File: config.mk
export PLATFORM = sky130hd
export DESIGN_NAME = pipeline_stall_ctrl
export DESIGN_NICKNAME = d
export VERILOG_FILES = /design/src/rtl/pipeline_stall_ctrl.sv
export SDC_FILE = /design/constraint.sdc
export NUM_CORES = 1
export LEC_CHECK = 0
export ABC_AREA = 1
export CORE_MARGIN = 2
export CORE_UTILIZATION = 50
export CTS_CLUSTER_DIAMETER = 120
export CTS_CLUSTER_SIZE = 28
export DETAILED_ROUTE_END_ITERATION = 12
export GPL_TIMING_DRIVEN = 0
export PLACE_DENSITY = 0.95
export SYNTH_ARGS = -nofsm -noshare
export SYNTH_HDL_FRONTEND = slang
export SYNTH_SLANG_ARGS = --single-unit
export TNS_END_PERCENT = 30
File: constraint.sdc
create_clock -name clk -period 4.92 [get_ports clk]
set_input_delay 0.984 -clock clk [delete_from_list [all_inputs] [get_ports clk]]
set_output_delay 0.984 -clock clk [all_outputs]
set_load 0.02 [all_outputs]
File: src/rtl/pipeline_stall_ctrl.sv
// pipeline_stall_ctrl
// Central stall generator for the five-stage pipeline. It produces the 6-bit
// stall vector that freezes the PC, IF_ID, ID_EX, EX_MEM, MEM_WB and WB registers.
// It detects load-use hazards between ID and EX. It sequences multi-cycle EX
// operations (mult/div) through a small latency FSM. It merges memory wait
// requests and keeps a saturating count of stalled cycles.
// MC_LATENCY must be at least 2.
module pipeline_stall_ctrl #(
    parameter int MC_LATENCY = 4,
    parameter int CNT_W      = 16
) (
    input  logic             clk,
    input  logic             rst,
    input  logic             id_reg1_rd,
    input  logic [4:0]       id_reg1_addr,
    input  logic             id_reg2_rd,
    input  logic [4:0]       id_reg2_addr,
    input  logic             ex_is_load,
    input  logic [4:0]       ex_wrAddr,
    input  logic             ex_mc_start,
    input  logic             mem_stall_req,
    output logic [5:0]       stall,
    output logic             ex_mc_busy,
    output logic             ex_mc_done,
    output logic [CNT_W-1:0] stall_cycles
);

    localparam int             CW       = $clog2(MC_LATENCY);
    // BUSY is entered one cycle after the op arrives in EX and the last
    // BUSY cycle is the one with cnt==1, so the load value is MC_LATENCY-2.
    localparam logic [CW-1:0]  CNT_LOAD = CW'(MC_LATENCY - 2);

    localparam logic [5:0] STALL_MEM  = 6'b011111;
    localparam logic [5:0] STALL_EX   = 6'b001111;
    localparam logic [5:0] STALL_LU   = 6'b000111;
    localparam logic [5:0] STALL_NONE = 6'b000000;

    typedef enum logic [1:0] {
        ST_IDLE = 2'd0,
        ST_BUSY = 2'd1,
        ST_DONE = 2'd2
    } state_t;

    state_t             state_reg, state_next;
    logic [CW-1:0]      cnt_reg, cnt_next;
    logic [CNT_W-1:0]   stall_cycles_reg;

    logic [1:0]         src_rd;
    logic [4:0]         src_addr [2];
    logic [1:0]         src_match;
    logic               load_use;
    logic               ex_hold;
    logic [5:0]         stall_next;

    // The two ID source operands are handled identically.
    assign src_rd      = {id_reg2_rd, id_reg1_rd};
    assign src_addr[0] = id_reg1_addr;
    assign src_addr[1] = id_reg2_addr;

    genvar gi;
    generate
        for (gi = 0; gi < 2; gi++) begin : g_src
            assign src_match[gi] = src_rd[gi] && (src_addr[gi] == ex_wrAddr);
        end
    endgenerate

    // A load writing r0 never produces a hazard, because r0 is hardwired to zero.
    assign load_use = ex_is_load && (ex_wrAddr != 5'd0) && (|src_match);

    // EX is held on the first cycle of a multi-cycle op and for every BUSY cycle.
    assign ex_hold = ((state_reg == ST_IDLE) && ex_mc_start) || (state_reg == ST_BUSY);

    // Next-state logic. A memory wait freezes the whole sequencer.
    always_comb begin
        state_next = state_reg;
        cnt_next   = cnt_reg;
        if (!mem_stall_req) begin
            case (state_reg)
                ST_IDLE: begin
                    if (ex_mc_start) begin
                        if (MC_LATENCY == 2) begin
                            state_next = ST_DONE;
                        end else begin
                            state_next = ST_BUSY;
                            cnt_next   = CNT_LOAD;
                        end
                    end
                end
                ST_BUSY: begin
                    if (cnt_reg == CW'(1)) begin
                        state_next = ST_DONE;
                    end else begin
                        cnt_next = cnt_reg - CW'(1);
                    end
                end
                // A new op cannot reach EX in the DONE cycle itself, so a start here is ignored.
                ST_DONE: state_next = ST_IDLE;
                default: state_next = ST_IDLE;
            endcase
        end
    end

    // Stall vector priority: memory wait, then EX hold, then the load-use bubble.
    always_comb begin
        stall_next = STALL_NONE;
        if (mem_stall_req) begin
            stall_next = STALL_MEM;
        end else if (ex_hold) begin
            stall_next = STALL_EX;
        end else if (load_use) begin
            stall_next = STALL_LU;
        end
    end

    // While in reset, all outputs are quiet regardless of the inputs.
    assign stall        = rst ? STALL_NONE : stall_next;
    assign ex_mc_busy   = !rst && (state_reg != ST_IDLE);
    assign ex_mc_done   = !rst && (state_reg == ST_DONE);
    assign stall_cycles = stall_cycles_reg;

    // State, latency counter and saturating stall-cycle counter.
    always_ff @(posedge clk) begin
        if (rst) begin
            state_reg        <= ST_IDLE;
            cnt_reg          <= '0;
            stall_cycles_reg <= '0;
        end else begin
            state_reg <= state_next;
            cnt_reg   <= cnt_next;
            if ((stall_next != STALL_NONE) && (stall_cycles_reg != {CNT_W{1'b1}})) begin
                stall_cycles_reg <= stall_cycles_reg + CNT_W'(1);
            end
        end
    end

endmodule

After elaboration in Yosys (flattened, before gate mapping)
Index checks and enable logic that the tools add are counted.
- $add $sub $neg: 2
- equal/unequal tests: 9
- muxes and demuxes: 10
- bitwise operators: 1
- reductions and logical operators: 18
- operators by type and width (kind ; count):
    $add A16 B1 Y16 const B ; 1
    $ne A16 B16 Y1 const B ; 1
    $eq A5 B5 Y1 ; 2
    $logic_and A1 B1 Y1 ; 8
    $mux W2 ; 4
    $pmux W2 S2 ; 2
    $mux W6 ; 1
    $reduce_bool A6 Y1 ; 1
    $mux W5 ; 1
    $reduce_bool A5 Y1 ; 1
    $eq A2 B1 Y1 const B ; 2
    $mux W4 ; 1
    $ne A2 B2 Y1 const B ; 2
    $reduce_and A4 Y1 ; 1
    $reduce_bool A2 Y1 ; 2
    $mux W3 ; 1
    $reduce_and A3 Y1 ; 1
    $eq A2 B2 Y1 const B ; 1
    $logic_not A2 Y1 ; 1
    $ne A2 B1 Y1 const B ; 1
    $reduce_or A2 Y1 ; 1
    $sub A2 B1 Y2 const B ; 1
    $logic_not A1 Y1 ; 1
    $logic_or A1 B1 Y1 ; 1
    $not A1 Y1 ; 1
- register bits: 20
- bits of input ports: 22
- logic and storage cells: 43

Depth between registers and ports, before layout
- depth in word-level cells: 9
- gate-level depth with buffers: 12
- gate-level depth less buffers: 11

Least setup slack after synthesis
No wires, ideal clock.
- path type: in2out
- start: input ex_wrAddr[3]
- end: output stall[1]
- arrival time: 2.038 ns
- setup slack: 1.898 ns
- stages: 9
- path buffers: 1
- cells stage by stage: inv_2 > nand2_1 > nand2_1 > nor2_1 > nand3_1 > nand2_1 > nand2_1 > a21oi_1 > buf_4
- word-level cells in the longest chain between the ends: 8
- elaborated cells between the ends (all ways): 12
- RTL lines (element ; line ; source):
    start: declaration ; 19 ; input logic [4:0] ex_wrAddr,
    $eq A5 B5 Y1 ; 63 ; assign src_match[gi] = src_rd[gi] && (src_addr[gi] == ex_wrAddr);
    $logic_and A1 B1 Y1 ; 63 ;
    $reduce_or A2 Y1 ; 68 ; assign load_use = ex_is_load && (ex_wrAddr != 5'd0) && (|src_match);
    $logic_and A1 B1 Y1 * ; 68 ;
    $mux W3 * ; 110 ; end else if (load_use) begin
    $mux W4 * ; 108 ; end else if (ex_hold) begin
    $mux W5 * ; 106 ; if (mem_stall_req) begin
    $mux W6 * ; 116 ; assign stall = rst ? STALL_NONE : stall_next;
    end: declaration ; 22 ; output logic [5:0] stall,
Every way passes the cells marked *; elsewhere a longest branch is shown, timed or not.

Worst setup path in the final report
- start: input ex_wrAddr[1]
- end: output stall[2]
Same word-level chain as after synthesis.

==> reports/results.txt <==
proportion of power drawn by flip-flops and latches: 48.2%
hold_buf cts: 0
end point of the most critical hold path: cnt_reg[0]
wire length of the first global-routing pass: 5900 µm
placement row count: 19
cell at the root of the clock tree: sky130_fd_sc_hd__clkbuf_4
setup violators final: 0
Post-synth ARST share: 0%
Setup WS post-layout: 0.973 ns
CTS Buf Count: 3
number of input and output port buffers inserted: 44
Unique masters post-synth: 27
Post-synth EDFFs: 0
slew at the pin with the worst max-slew slack: 0.608 ns
number of buffers on the longest clock path: 2
dominant cell by count in the synthesized netlist: sky130_fd_sc_hd__nand2_1
number of gates given a new drive strength after cts: 0
type of origin of the critical path: input pin
placement-stage worst setup slack: 0.977 ns
required time of the critical path: 3.94 ns
hold_ws: 0.479 ns
gate count of the mapped netlist: 228
total setup buffers inserted after CTS: 0
total gr overflow: 0
Final Routed Wirelength: 3420 µm
vias in the first global route: 1444
layout cells sized above 1: 10.9%
detailed placement HPWL: 2630 µm
clk_lat worst skew: 0.30 ns
flops & latches, synth: 20
clock-pin slew of the registers on the worst-case setup and hold paths: 0.11 ns
arrival time at the worst endpoint: 2.96 ns
maximum capacitance violations: 0
Floorplan Core Area: 2730 µm²
maximum fanout encountered on the critical timing path: 3
clock tree skew after final layout: 0.00803 ns
cell types with the largest area share after synthesis: sky130_fd_sc_hd__dfxtp_1 (28%), sky130_fd_sc_hd__nand2_1 (17%), sky130_fd_sc_hd__nand3_1 (8.7%), sky130_fd_sc_hd__nor2_1 (6.3%), sky130_fd_sc_hd__inv_1 (5.5%)
total internal power: 257 µW
top_reg_cell synth: sky130_fd_sc_hd__dfxtp_1
Reg2Reg Depth: 8
proportion of synthesized chip area in sequential cells: 27.9%
max-slew violation count: 0
final hold vios: 0
detail-routed via count per cell: 5.19
largest net degree at the start of global routing: 12
library cell with the largest summed area after synthesis: sky130_fd_sc_hd__dfxtp_1
Mapped Nets: 252
switching part of the total power: 29.1%
flip-flop count of the largest register after layout: 16
remaining antenna violation count: 0
worst flop-to-flop path endpoint: stall_cycles[15]
shortest clock period the worst path allows after layout: 3.95 ns
normalized max-slew margin: 59.4%
share of power burned in the clock network: 26.5%
gr usage total: 22.1%
share of Yosys cell area claimed by the top area cell type: 27.9%
remaining design rule violation count: 0
post-synthesis average cell area: 6.29 µm²
Horiz. Die Dim: 57.6 µm
post-layout instance area: 1950 µm²
die area: 3310 µm²
timing-limited maximum frequency: 253 MHz
Synth warnings: 0
proportion of power drawn by combinational gates: 25.4%
Top-Level Pins: 46
RSZ-0062 raised after global routing: no
vertical extent of the die: 57.6 µm
number of clock sinks seen by CTS: 20
final clock period utilization by the worst path: 80.2%
antenna diode count: 0
Worst VDD drop: 0.000192 V
final sum of negative setup slack: 0 ns
crit path capture type: output pin
number of vias in the routed layout: 1592
Worst Hold Class: reg -> reg
Worst Hold Path Cells: 1
Layout Nets: 301
run status: completed
synth-to-layout area growth: 35.9%
iteration-0 DRC count of the detailed router: 53
switching power summed over all nets: 105 µW
Crit Reg-Reg Startpoint: stall_cycles[0]
source of the worst hold timing path: cnt_reg[0]
worst reg2reg setup slack: 3.00 ns
area of the mapped netlist: 1440 µm²
wire length per cell: 11.2 µm
total placed instance area: 1910 µm²
antenna violations before repair: 0
clock tree from TritonCTS: yes
H-Tree Level Count: 1
Synth top cells by count: sky130_fd_sc_hd__nand2_1 (66), sky130_fd_sc_hd__nand3_1 (25), sky130_fd_sc_hd__nor2_1 (24), sky130_fd_sc_hd__inv_1 (21), sky130_fd_sc_hd__dfxtp_1 (20)
last weighted congestion value of the routability-driven placer: 0.898
category of the most critical setup path: in -> out
Leak: 0.798 nW
Starting Density: 52.5%
DRT Pass-1 Iters: 4
power density over cell area: 185 nW/µm²
-- layer usage --
metal / share of wire [%] / track usage, %
met2: 47 / 36.0
met1: 44 / 27.8
met4: 2.7 / 11.0
met3: 6.1 / 4.08
met5: 0 / 0
-- cell usage in the layout (no fill, tap or decap), types with 2 or more instances in the layout --
master | synthesis | routed
sky130_fd_sc_hd__nand2_1 | 66 | 66
sky130_fd_sc_hd__clkdlybuf4s50_1 | 0 | 44
sky130_fd_sc_hd__nand3_1 | 25 | 25
sky130_fd_sc_hd__nor2_1 | 24 | 24
sky130_fd_sc_hd__inv_1 | 21 | 21
sky130_fd_sc_hd__dfxtp_1 | 20 | 20
sky130_fd_sc_hd__a21oi_1 | 14 | 14
sky130_fd_sc_hd__inv_2 | 8 | 8
sky130_fd_sc_hd__xor2_1 | 8 | 8
sky130_fd_sc_hd__a21oi_2 | 7 | 7
sky130_fd_sc_hd__nor3_1 | 6 | 6
sky130_fd_sc_hd__nand4_1 | 5 | 5
sky130_fd_sc_hd__xnor2_1 | 4 | 4
sky130_fd_sc_hd__buf_4 | 3 | 3
sky130_fd_sc_hd__clkbuf_4 | 0 | 3
sky130_fd_sc_hd__a211oi_1 | 2 | 2
sky130_fd_sc_hd__buf_2 | 2 | 2
sky130_fd_sc_hd__ha_1 | 2 | 2
-- worst max-delay path, stage by stage --
cell and delay (ns):
sky130_fd_sc_hd__clkdlybuf4s50_1 0.51, sky130_fd_sc_hd__inv_2 0.06, sky130_fd_sc_hd__nand2_1 0.05, sky130_fd_sc_hd__nand2_1 0.04, sky130_fd_sc_hd__nor2_1 0.10, sky130_fd_sc_hd__nand3_1 0.08
sky130_fd_sc_hd__nand2_1 0.07, sky130_fd_sc_hd__nand2_1 0.08, sky130_fd_sc_hd__a21oi_1 0.23, sky130_fd_sc_hd__buf_4 0.16, sky130_fd_sc_hd__clkdlybuf4s50_1 0.60
-- stage by stage --
| step | power (mW) | instances | utilization (%) |
|---|---|---|---|
| final | 0.362 | 307 | 71.4 |
| after global routing | 0.382 | 307 | 71.4 |
| after CTS | 0.364 | 307 | 71.4 |
| after detailed placement | 0.269 | 303 | 70.0 |
| after global placement | 0.266 | 303 | 70.0 |
| after floorplan | 0.227 | 228 | - |
-- cell families (layout without fill, tap and decap cells) --
family	Yosys count	after routing	share of synthesized area, %
and+or+nand+nor	130	130	39.8
buffers and inverters	37	85	11.2
AOI/OAI and AO/OA	26	26	11.8
DFF	20	20	27.9
xor gates and xnor gates	12	12	7.32
adders and majority gates	2	2	1.74
other	1	1	0.261
-- how the worst max path moves through the flow --
stage	from	to	slack [ns]	depth (start not counted)
after global routing	ex_wrAddr[0]	stall[2]	0.81	11
after detailed placement	ex_wrAddr[1]	stall[2]	0.98	11
after CTS	ex_wrAddr[1]	stall[2]	0.98	11
after global placement	ex_wrAddr[1]	stall[1]	1.01	11
after floorplan	ex_wrAddr[3]	stall[1]	1.90	9
final	ex_wrAddr[1]	stall[2]	0.97	11
-- power by group through the flow --
| stage | Combinational, mW | Sequential [mW] | Clock, mW |
|---|---|---|---|
| floorplan | 0.0476 | 0.179 | 0 |
| finish | 0.0918 | 0.174 | 0.0958 |
| CTS | 0.0919 | 0.174 | 0.0976 |
| global route | 0.101 | 0.176 | 0.105 |
| detailed placement | 0.0916 | 0.178 | 0 |
| global placement | 0.0892 | 0.177 | 0 |
-- area by class of cell --
type / instances / area (µm²)
plain buffers: 8 / 51.3
clock buffers: 4 / 36.3
fillers: 229 / 783
inverters: 29 / 109
multi-input cells: 171 / 875
flip-flops and latches: 20 / 400
well taps: 31 / 38.8
repair buffers: 44 / 440
No activity file was read; power rests on OpenSTA's default activity.
